File: config.mk
export PLATFORM = sky130hd
export DESIGN_NAME = clock_monitor
export DESIGN_NICKNAME = d
export VERILOG_FILES = /design/src/rtl/clock_monitor_pkg.sv /design/src/rtl/sync_edge_detect.sv /design/src/rtl/clock_monitor.sv
export SDC_FILE = /design/constraint.sdc
export NUM_CORES = 1
export LEC_CHECK = 0
export CORE_MARGIN = 2
export CORE_UTILIZATION = 55
export CTS_CLUSTER_DIAMETER = 100
export DETAILED_ROUTE_END_ITERATION = 10
export GPL_TIMING_DRIVEN = 0
export PLACE_DENSITY = 0.79
export SLEW_MARGIN = 25
export SYNTH_ARGS = -nofsm -noshare
export SYNTH_HDL_FRONTEND = slang
export SYNTH_HIERARCHICAL = 1
export SYNTH_SLANG_ARGS = --single-unit
File: constraint.sdc
create_clock -name clk -period 5.4 [get_ports clk]
set_input_delay 0.81 -clock clk [delete_from_list [all_inputs] [get_ports clk]]
set_output_delay 0.81 -clock clk [all_outputs]
set_load 0.02 [all_outputs]
File: src/rtl/clock_monitor_pkg.sv
// Shared FSM encoding, synchronizer depth and period helper for clock_monitor.
package clock_monitor_pkg;

  typedef enum logic [1:0] {
    IDLE    = 2'd0,
    ARM     = 2'd1,
    MEASURE = 2'd2,
    LOCKED  = 2'd3
  } state_t;

  localparam int SYNC_STAGES = 2;

  // Nominal monitored period in system clock cycles (integer division).
  function automatic int expected_period(input int sys_hz, input int mon_hz);
    return sys_hz / mon_hz;
  endfunction

endpackage

File: src/rtl/sync_edge_detect.sv
// Multi-flop synchronizer for an asynchronous level, plus one history flop
// producing single-cycle rise and fall pulses in the clk domain.
module sync_edge_detect
  import clock_monitor_pkg::*;
(
  input  logic clk,
  input  logic rst,
  input  logic async_in,
  output logic sync_out,
  output logic rise,
  output logic fall
);

  logic [SYNC_STAGES-1:0] sync_ff;
  logic                   hist;

  // NOTE: sequential state uses non-blocking assignments so every flop samples
  // the pre-edge value of its neighbour; blocking here would collapse the chain.
  always_ff @(posedge clk) begin
    if (rst) begin
      sync_ff <= '0;
      hist    <= 1'b0;
    end else begin
      sync_ff <= {sync_ff[SYNC_STAGES-2:0], async_in};
      hist    <= sync_ff[SYNC_STAGES-1];
    end
  end

  assign sync_out = sync_ff[SYNC_STAGES-1];
  assign rise     = sync_out & ~hist;
  assign fall     = ~sync_out & hist;

endmodule

File: src/rtl/clock_monitor.sv
// Measures period/high time of mon_clk_in in the clk domain, declares lock and
// flags timeout. Define CLOCK_MONITOR_DUTY_CHECK_EN to add duty checking and duty_error.
module clock_monitor
  import clock_monitor_pkg::*;
#(
  parameter int SYS_CLK_FREQUENCY = 100_000_000,
  parameter int MON_CLK_FREQUENCY = 10_000_000,
  parameter int TOLERANCE_CYCLES  = 1,
  parameter int LOCK_COUNT        = 4,
  parameter int TIMEOUT_CYCLES    = 64,
  parameter int COUNT_WIDTH       = 16
) (
  input  logic                   clk,
  input  logic                   rst,
  input  logic                   mon_clk_in,
  input  logic                   enable,
  output logic [COUNT_WIDTH-1:0] period_count,
  output logic [COUNT_WIDTH-1:0] high_count,
  output logic                   period_valid,
  output logic                   locked,
  output logic                   timeout,
  output logic [7:0]             error_count
`ifdef CLOCK_MONITOR_DUTY_CHECK_EN
  ,
  output logic                   duty_error
`endif
);

  localparam int EXPECTED_PERIOD = expected_period(SYS_CLK_FREQUENCY, MON_CLK_FREQUENCY);
  localparam int GOOD_WIDTH      = $clog2(LOCK_COUNT + 1);

  localparam logic [COUNT_WIDTH-1:0] EXP_C  = COUNT_WIDTH'(EXPECTED_PERIOD);
  localparam logic [COUNT_WIDTH-1:0] TOL_C  = COUNT_WIDTH'(TOLERANCE_CYCLES);
  localparam logic [COUNT_WIDTH-1:0] TMO_C  = COUNT_WIDTH'(TIMEOUT_CYCLES);
  localparam logic [GOOD_WIDTH-1:0]  LOCK_C = GOOD_WIDTH'(LOCK_COUNT);

  if (EXPECTED_PERIOD < 4 ||
      longint'(EXPECTED_PERIOD) + longint'(TOLERANCE_CYCLES) >= (longint'(1) << COUNT_WIDTH))
  begin : g_cfg_check
    $error("clock_monitor: EXPECTED_PERIOD out of range for COUNT_WIDTH");
  end

  // Unsigned distance without wrap, compared against the tolerance.
  function automatic logic within_tol(input logic [COUNT_WIDTH-1:0] value,
                                      input logic [COUNT_WIDTH-1:0] target);
    logic [COUNT_WIDTH-1:0] diff;
    diff = (value >= target) ? value - target : target - value;
    return diff <= TOL_C;
  endfunction

  state_t                 state, state_next;
  logic [COUNT_WIDTH-1:0] per_cnt, hi_cnt;
  logic [GOOD_WIDTH-1:0]  good_cnt, good_cnt_inc;
  logic                   sync, rise, unused_fall;
  logic                   eval, tmo_hit, tmo_reached;
  logic                   period_ok, good;

  sync_edge_detect u_sync (
    .clk      (clk),
    .rst      (rst),
    .async_in (mon_clk_in),
    .sync_out (sync),
    .rise     (rise),
    .fall     (unused_fall)
  );

  assign period_ok    = within_tol(per_cnt, EXP_C);
  assign tmo_reached  = per_cnt >= TMO_C;
  assign good_cnt_inc = (good_cnt == LOCK_C) ? good_cnt : good_cnt + GOOD_WIDTH'(1);

`ifdef CLOCK_MONITOR_DUTY_CHECK_EN
  localparam logic [COUNT_WIDTH-1:0] HALF_C = COUNT_WIDTH'(EXPECTED_PERIOD / 2);
  logic duty_ok;
  assign duty_ok = within_tol(hi_cnt, HALF_C);
  assign good    = period_ok & duty_ok;
`else
  assign good    = period_ok;
`endif

  // NOTE: every signal driven here gets a default first, so no path can leave
  // one unassigned and infer a latch.
  always_comb begin
    state_next = state;
    eval       = 1'b0;
    tmo_hit    = 1'b0;
    if (!enable) begin
      state_next = IDLE;
    end else begin
      case (state)
        IDLE: state_next = ARM;
        ARM: begin
          // First rise only aligns the counters; the partial period is dropped.
          if (rise)             state_next = MEASURE;
          else if (tmo_reached) tmo_hit    = 1'b1;
        end
        MEASURE, LOCKED: begin
          if (rise) begin
            eval = 1'b1;
            if (!good)                                         state_next = MEASURE;
            else if (state == LOCKED || good_cnt_inc == LOCK_C) state_next = LOCKED;
          end else if (tmo_reached) begin
            tmo_hit    = 1'b1;
            state_next = ARM;
          end
        end
        default: state_next = IDLE;
      endcase
    end
  end

  // NOTE: all state, including counters, is reset synchronously so a mid-run
  // rst leaves no partial measurement behind.
  always_ff @(posedge clk) begin
    if (rst) begin
      state        <= IDLE;
      per_cnt      <= '0;
      hi_cnt       <= '0;
      good_cnt     <= '0;
      period_count <= '0;
      high_count   <= '0;
      period_valid <= 1'b0;
      timeout      <= 1'b0;
      error_count  <= '0;
    end else begin
      state        <= state_next;
      period_valid <= eval;
      if (!enable || state == IDLE) begin
        per_cnt  <= '0;
        hi_cnt   <= '0;
        good_cnt <= '0;
      end else begin
        if (rise) begin
          // sync is already high in the rise cycle, so it counts toward high time.
          per_cnt <= COUNT_WIDTH'(1);
          hi_cnt  <= COUNT_WIDTH'(1);
        end else begin
          if (!(&per_cnt))         per_cnt <= per_cnt + COUNT_WIDTH'(1);
          if (sync && !(&hi_cnt))  hi_cnt  <= hi_cnt + COUNT_WIDTH'(1);
        end
        if (eval) begin
          period_count <= per_cnt;
          high_count   <= hi_cnt;
          if (good) begin
            good_cnt <= good_cnt_inc;
          end else begin
            good_cnt <= '0;
            if (error_count != 8'hFF) error_count <= error_count + 8'd1;
          end
        end
        if (tmo_hit) begin
          timeout  <= 1'b1;
          good_cnt <= '0;
        end
      end
    end
  end

`ifdef CLOCK_MONITOR_DUTY_CHECK_EN
  always_ff @(posedge clk) begin
    if (rst) duty_error <= 1'b0;
    else     duty_error <= eval & period_ok & ~duty_ok;
  end
`endif

  assign locked = (state == LOCKED);

endmodule
Word level (Yosys, flattened, before mapping)
Cells that the tools add are included.
- bits in registers: 82
- word-level logic and storage cells: 76
- bits of input ports: 4
- output and inout bits: 43
- add/sub/neg operators: 6
- reduce and logical (&&, ||, !) cells: 19
- magnitude comparators: 3
- bitwise operators: 5
- muxes and demuxes: 20
- equal/unequal tests: 10
- operator list (operator ; number):
    16-bit by 1-bit adder with 16-bit output, second input constant ; 2
    16-bit AND reduction ; 2
    16-bit by 4-bit greater-or-equal comparator with 1-bit output, second input constant ; 1
    16-bit by 7-bit greater-or-equal comparator with 1-bit output, second input constant ; 1
    16-bit by 1-bit <= comparator with 1-bit output, second input constant ; 1
    16-bit 2-to-1 mux ; 1
    16-bit by 4-bit subtractor with 16-bit output, second input constant ; 1
    4-bit by 16-bit subtractor with 16-bit output, first input constant ; 1
    1-bit 2-to-1 mux ; 11
    2-bit 2-to-1 mux ; 5
    3-bit OR reduction ; 3
    8-bit by 1-bit adder with 8-bit output, second input constant ; 1
    8-bit != test, second input constant ; 1
    3-bit == test, second input constant ; 2
    3-bit 2-to-1 mux ; 2
    2-bit case mux with 3 select lines ; 1
    2-bit OR reduction ; 3
    2-bit == test, second input constant ; 2
    2-bit != test, second input constant ; 2
    4-bit != test, second input constant ; 1
    1-bit NOT ; 4
    2-bit AND reduction ; 2
    4-bit AND reduction ; 1
    3-bit by 1-bit adder with 3-bit output, second input constant ; 1
    other kinds (9) ; 11

Longest topological paths before layout
Gate-level depths: netlist of the first run.
- word-level depth: 8
- mapped depth: 12
- gate-level depth less buffers: 9

Hierarchy
The synthesis of the first run kept the hierarchy.
- by module, submodules not included (module ; seq. area each (um^2) ; area an instance (um^2) ; times used ; cells an instance):
    clock_monitor ; 1581.5 ; 3798.6 ; 1 ; 475
    sync_edge_detect ; 60.1 ; 91.3 ; 1 ; 8

Worst setup path before layout of the first run
No wires, ideal clock.
- path type: register to register
- start point: reg per_cnt[2]
- end point: reg error_count[7]
- library setup time: 0.115 ns
- path buffers: 3
- clock period less this slack: 2.849 ns
- cell stages (with the launch flop): 13
- data arrival time: 2.735 ns
- setup slack: 2.551 ns
- required time: 5.285 ns
- cell sequence: dfxtp_1 -> clkbuf_1 -> inv_1 -> ha_1 -> nor4bb_1 -> nor4b_2 -> a2bb2oi_1 -> or4b_1 -> a2111oi_2 -> buf_4 -> buf_8 -> nor3_1 -> o21a_1
- longest elaborated chain between the ends: 5
- elaborated cells on any way between the ends: 7
- classes of those cells: add/sub: 2; order compare: 2; mux: 1; bitwise: 1; reduce/logical: 1
- ends and longest elaborated chain (what ; line ; text):
    start: declaration ; clock_monitor.sv:52 ; logic [COUNT_WIDTH-1:0] per_cnt, hi_cnt;
    start signal: assignment ; clock_monitor.sv:137 ; if (!(&per_cnt)) per_cnt <= per_cnt + COUNT_WIDTH'(1);
    4-bit by 16-bit subtractor with 16-bit output, or another cell as far along ; clock_monitor.sv:47 ; diff = (value >= target) ? value - target : target - value;
    16-bit 2-to-1 mux * ; clock_monitor.sv:47 ;
    16-bit by 1-bit <= comparator with 1-bit output * ; clock_monitor.sv:48 ; return diff <= TOL_C;
    1-bit NOT (no line) * ; -- ;
    4-bit AND reduction (no line) * ; -- ;
    end signal: assignment ; clock_monitor.sv:147 ; if (error_count != 8'hFF) error_count <= error_count + 8'd1;
    end: declaration ; clock_monitor.sv:22 ; output logic [7:0] error_count
Every way passes the cells marked *; elsewhere a longest branch is shown, timed or not.
A chain may end at the register's enable or synchronous reset.

Final worst setup path of the first run
Ends and elaborated chain as after synthesis.

==> results.md, run 1 <==
### STA
- **setup violation total in the final timing report** 0
- **final hold vios** 0
- **total negative slack** 0 ns
- **fraction of the cycle the final worst path needs** 0.650
- **slew of the pin with the lowest slew margin** 0.874 ns
- **setup repair after global routing missed its margin** no
- **post-layout min period** 3.51 ns
- **peak clock frequency supported by timing** 0.285 GHz
- **slew margin rel.** 0.412
- **final worst slack** 1.89 ns
- **count of pins over their slew limit** 0
- **maximum clock skew at final layout** 0.0113 ns

### Place
- **count of buffers inserted at the top-level ports** 46
- **instance area at placement** 4470 um2
- **sum of net half-perimeters after detailed placement** 6560 um
- **worst slack at placement** 1.92 ns
- **final weighted congestion in routability-driven placement** 0.891

### Clocking
- **level count of the clock H-tree** 3
- **insertion delay of the later-clocked pin in the worst-skew pair** 0.35 ns
- **clk slew on worst S/H paths** 0.09 ns
- **Post-CTS Setup Repair Bufs** 0
- **PostCTS Resize Cnt** 0
- **buffer type at the clock tree root** clkbuf_8
- **number of buffers added by the clock tree synthesis step** 9
- **Post-CTS Hold Buffers** 0
- **CTS max path bufs** 2
- **CTS sink cnt** 82
- **CTS tree** built

### Layout
- **number of antenna cells inserted** 0
- **synth-to-layout area growth** 20.1%
- **share of final-layout standard cells stronger than drive strength 1** 0.0626
- **final layout net count** 554
- **Finished Cell Area** 4660 um2

### Floorplanning
- **initial standard-cell utilization of the core** 0.568
- **core area** 6830 um2
- **num rows** 30
- **width of the die** 88.0 um
- **Vert. Die Dim** 88.0 um
- **Die Footprint** 7750 um2
- **I/O pins** 47

### Route
- **via count normalized by instance count** 5.54
- **average wire length per cell after detail routing** 14.0 um
- **DRC Markers** 0
- **total vias in the final route** 3,537
- **drt initial violations** 241
- **final wirelength** 8970 um
- **antenna viol nets, final** 0
- **number of detailed-route iterations in the first pass** 5

### Power
- **total chip power** 1.06 mW
- **worst IR drop on VDD** 0.000171 V
- **leak pwr** 1.56 nW
- **areal power density over the cells** 227 nW/um2

### Logic synthesis
- **number of warnings reported in the yosys synthesis log** 6
- **Gate Count Post-Synth** 482
- **area of the mapped netlist** 3880 um2
- **Post-Synthesis Net Count** 497
- **average cell area after synthesis** 8.06 um2

### Worst setup path
- **Required @ worst endpoint** 5.65 ns
- **type of the worst setup path** reg2reg
- **endpoint type of the worst setup path** flop
- **Slowest-stage cell, CP** or4b_1
- **Buf/Inv on CP** 4
- **kind of start point of the critical path** flop
- **Crit path max-delay family** simple AND/OR/NAND/NOR gates
- **signal arrival time at the worst endpoint** 3.76 ns
- **CP peak stage delay** 0.58 ns
- **maximum fanout encountered on the critical timing path** 10
- **chain of cells forming the critical path** clkbuf_1 -> inv_1 -> ha_1 -> nor4bb_1 -> nor2_1 -> a2111oi_0 -> or4b_1 -> a2111oi_2 -> buf_4 -> buf_8 -> nor3_1 -> o21a_1

### GRT
- **number of antenna violations at the first check in global routing** 0
- **grt total ovfl** 0
- **wire length of the first global-routing pass** 14,800 um
- **vias in the first global route** 3,219
- **pin count of the biggest net entering global routing** 15
- **total routing usage reported by global routing** 0.241

### Job
- **max-cap check violation count** 0

### Min path
- **worst min-delay path class** reg2reg

### Outcome
- **outcome** finished, final reports clean

-- routing by layer --
metal / wire, um / share of wire / up-vias / global-route usage
met4: 128 / 0.014 / 0 / 0.0620
met5: 0 / 0 / - / 0
met3: 470 / 0.052 / 15 / 0.0462
li1: - / - / 1785 / -
met2: 4030 / 0.45 / 110 / 0.388
met1: 4330 / 0.48 / 1627 / 0.335
-- flip-flops by register name (all words and copies together) (netlist names) --
name	flops
error_count	8
good_cnt	3
hi_cnt	16
high_count	16
per_cnt	16
period_count	16
period_valid	1
state	2
timeout	1
u_sync/hist	1
u_sync/sync_ff	2
-- layout make-up --
type	count	area [um2]
Clock buffer	9	124
Clock inverter	6	67.6
Fill cell	618	2170
Multi-Input combinational cell	356	2050
Buffer	31	148
Sequential cell	82	1640
Timing Repair Buffer	46	460
Inverter	13	48.8
Tap cell	96	120
-- worst reg2reg max path, cell delays in order (launching register included) --
cell and delay (ns):
dfxtp_1 0.33, clkbuf_1 0.38, inv_1 0.15, ha_1 0.25
nor4bb_1 0.19, nor2_1 0.26, a2111oi_0 0.14, or4b_1 0.58
a2111oi_2 0.50, buf_4 0.27, buf_8 0.14, nor3_1 0.05
o21a_1 0.17
-- placed cells by master (no fill, tap or decap), types with 2 or more instances in the layout --
| cell | n |
|---|---|
| a2111oi_0 | 2 |
| a211oi_1 | 4 |
| a21oi_1 | 53 |
| a41oi_1 | 2 |
| and2_1 | 3 |
| and3_1 | 5 |
| and4_1 | 4 |
| buf_1 | 3 |
| buf_2 | 4 |
| buf_4 | 2 |
| clkbuf_1 | 20 |
| clkbuf_8 | 9 |
| clkdlybuf4s50_1 | 46 |
| clkinvlp_4 | 2 |
| dfxtp_1 | 82 |
| ha_1 | 11 |
| inv_1 | 13 |
| mux2i_1 | 2 |
| nand2_1 | 94 |
| nand3_1 | 21 |
| nand4_1 | 12 |
| nor2_1 | 38 |
| nor2b_1 | 7 |
| nor3_1 | 10 |
| o2111ai_1 | 2 |
| o211ai_1 | 2 |
| o21a_1 | 5 |
| o21ai_0 | 14 |
| o31ai_1 | 7 |
| or3_1 | 7 |
| or3b_2 | 2 |
| or4_1 | 3 |
| xnor2_1 | 11 |
| xor2_1 | 15 |
-- metrics by stage --
step	cells	util	hold slack [ns]
2_1_floorplan	482	-	0.414
3_3_place_gp	624	0.653	0.429
3_5_place_dp	624	0.655	0.443
4_1_cts	639	0.683	0.458
5_1_grt	639	0.683	0.472
6_report	639	0.683	0.453
-- power breakdown --
part	leakage [nW]	switching [mW]	internal [mW]	total (mW)
Clock	0.0917	0.221	0.212	0.433
Combinational	0.805	0.0135	0.00620	0.0197
Sequential	0.661	0.00146	0.606	0.607
Total	1.56	0.236	0.824	1.06
-- final timing paths --
kind / slack (ns) / to / startpoint / cells after the start
worst min register to register: 0.45 / timeout / timeout / 2
worst max-delay path: 1.89 / error_count[7] / per_cnt[2] / 12
worst max register to register: 1.89 / error_count[7] / per_cnt[2] / 12
worst min-delay path: 0.45 / timeout / timeout / 2
(Power assumes the default switching activity.)
==> inputs of run 2 (changes only) <==
Settings changed: CORE_UTILIZATION 55 to 50, PLACE_DENSITY 0.79 to 0.76.
Clock period 5.4 ns to 2.85 ns, I/O delays scaled along.
==> results.md, run 2 (synthesis results as in run 1) <==
### Outcome
- **outcome** finished, final reports clean

### STA
- **final worst slack** 0.0227 ns
- **final hold vios** 0
- **post-layout min period** 2.83 ns
- **setup repair after global routing missed its margin** yes
- **peak clock frequency supported by timing** 0.354 GHz
- **count of pins over their slew limit** 0
- **fraction of the cycle the final worst path needs** 0.992
- **setup violation total in the final timing report** 0
- **slew of the pin with the lowest slew margin** 0.700 ns
- **maximum clock skew at final layout** 0.00828 ns
- **slew margin rel.** 0.529

### Power
- **internal power consumption** 1.56 mW
- **worst IR drop on VDD** 0.000275 V
- **Sw Pwr** 0.465 mW
- **total chip power** 2.03 mW
- **areal power density over the cells** 409 nW/um2
- **switching part of the total** 0.229
- **combinational power share** 0.019
- **leak pwr** 1.69 nW
- **clock network fraction of total power** 0.414
- **portion of total power attributed to sequential cells** 0.567

### Clocking
- **CTS max path bufs** 2
- **number of buffers added by the clock tree synthesis step** 9
- **insertion delay of the later-clocked pin in the worst-skew pair** 0.37 ns
- **level count of the clock H-tree** 3
- **Post-CTS Hold Buffers** 0
- **CTS sink cnt** 82
- **clk slew on worst S/H paths** 0.08 ns
- **buffer type at the clock tree root** clkbuf_8
- **CTS tree** built

### Place
- **count of buffers inserted at the top-level ports** 46
- **final weighted congestion in routability-driven placement** 0.872
- **sum of net half-perimeters after detailed placement** 6580 um
- **worst slack at placement** -0.564 ns

### Route
- **DRC Markers** 0
- **via count normalized by instance count** 5.49
- **final wirelength** 9540 um
- **total vias in the final route** 3,617
- **antenna viol nets, final** 0
- **drt initial violations** 227
- **average wire length per cell after detail routing** 14.5 um
- **number of detailed-route iterations in the first pass** 5

### Worst setup path
- **type of the worst setup path** reg2reg
- **number of cells traversed by the worst register-to-register path** 12
- **launch point of the worst reg-to-reg path** per_cnt[2]
- **kind of start point of the critical path** flop
- **reg-to-reg endpoint** error_count[7]
- **Required @ worst endpoint** 3.12 ns
- **signal arrival time at the worst endpoint** 3.09 ns
- **endpoint type of the worst setup path** flop
- **critical path capture point** error_count[7]
- **CP startpoint** per_cnt[2]
- **maximum fanout encountered on the critical timing path** 7
- **r2r setup slk** 0.02 ns

### Layout
- **synth-to-layout area growth** 27.6%
- **commonest non-fill, non-tap cells in the layout** 92 x nand2_1, 77 x dfxtp_1, 53 x a21oi_1, 46 x clkdlybuf4s50_1, 37 x nor2_1
- **most common library cell in the layout ignoring fill and taps** nand2_1
- **final layout net count** 568
- **share of final-layout standard cells stronger than drive strength 1** 0.126
- **number of antenna cells inserted** 0

### GRT
- **number of antenna violations at the first check in global routing** 0
- **wire length of the first global-routing pass** 15,700 um
- **total routing usage reported by global routing** 0.231
- **pin count of the biggest net entering global routing** 15
- **vias in the first global route** 3,326
- **grt total ovfl** 0

### Floorplanning
- **Vert. Die Dim** 92.1 um
- **Die Footprint** 8490 um2
- **initial standard-cell utilization of the core** 0.511
- **core area** 7610 um2
- **width of the die** 92.1 um
- **num rows** 32
- **I/O pins** 47

### Job
- **max-cap check violation count** 0

### Min path
- **worst min-delay path class** reg2reg

[run 2: cell types whose count changed in the layout (fill, tap and decap cells not counted), sizes merged]
cell,previous run,this run
clkinvlp,2,3
inv,14,13
buf,11,25
[run 2: per-stage QoR]
| stage | TNS, ns | cell area (um2) | util | hold slack [ns] | instances |
|---|---|---|---|---|---|
| global placement | -5.52 | 4470 | 0.588 | 0.418 | 630 |
| finish | 0 | 4950 | 0.651 | 0.442 | 659 |
| floorplan | 0 | 3880 | - | 0.414 | 482 |
| detailed placement | -6.11 | 4480 | 0.589 | 0.424 | 630 |
| CTS | 0 | 4770 | 0.626 | 0.446 | 647 |
| global route | -1.03 | 4950 | 0.651 | 0.474 | 659 |
[run 2: how the worst min path moves through the flow]
stage / from / endpoint / slack [ns] / cells after the start
2_1_floorplan: u_sync/sync_ff[0] / u_sync/sync_ff[1] / 0.41 / 1
3_3_place_gp: u_sync/sync_ff[0] / u_sync/sync_ff[1] / 0.42 / 1
3_5_place_dp: u_sync/sync_ff[0] / u_sync/sync_ff[1] / 0.42 / 1
4_1_cts: u_sync/sync_ff[0] / u_sync/sync_ff[1] / 0.45 / 1
5_1_grt: u_sync/sync_ff[0] / u_sync/sync_ff[1] / 0.47 / 1
6_report: u_sync/sync_ff[0] / u_sync/sync_ff[1] / 0.44 / 1
[run 2: worst max-delay path, stage by stage (launching register included)]
cell and delay (ns):
dfxtp_2 0.35, buf_8 0.12, clkinvlp_4 0.10, ha_4 0.17, nor4bb_4 0.17, nor2_4 0.15
nand2_2 0.09, or4_4 0.56, a2111oi_4 0.48, buf_6 0.20, buf_8 0.12, nor3_1 0.05
o21a_1 0.16
[run 2: power groups by stage]
stage	clock, mW	sequential (mW)	combinational, mW
floorplan	0	1.18	0.0233
global placement	0	1.18	0.0367
detailed placement	0	1.18	0.0378
CTS	0.844	1.15	0.0385
global route	0.901	1.15	0.0429
finish	0.838	1.15	0.0388
[run 2: layout make-up]
| class | instances | area, um2 |
|---|---|---|
| Fill cell | 659 | 2650 |
| Multi-Input combinational cell | 356 | 2180 |
| Sequential cell | 82 | 1650 |
| Timing Repair Buffer | 62 | 602 |
| Buffer | 29 | 151 |
| Tap cell | 102 | 128 |
| Clock buffer | 9 | 124 |
| Clock inverter | 6 | 67.6 |
| Inverter | 13 | 52.6 |
[run 2: what timing repair did]
item | CTS | global route
pin swaps | 4 | 10
cloned | 0 | 1
resized for setup | 18 | 21
endpoints found under the setup margin | 12 | 15
buffers inserted | 2 | 13
[run 2: metal layers]
layer  vias to the layer above  global-route usage  part of all wire
li1                       1816                   -                 -
met1                      1689               0.319              0.47
met2                        95               0.362              0.46
met3                        17              0.0452             0.046
met4                         0              0.0771             0.021
met5                         -                   0                 0
==> inputs of run 3 (changes only) <==
Settings changed: CTS_CLUSTER_DIAMETER 100 to default.
==> results of run 3 <==
Final layout, timing and power as in run 2 (identical DEF).
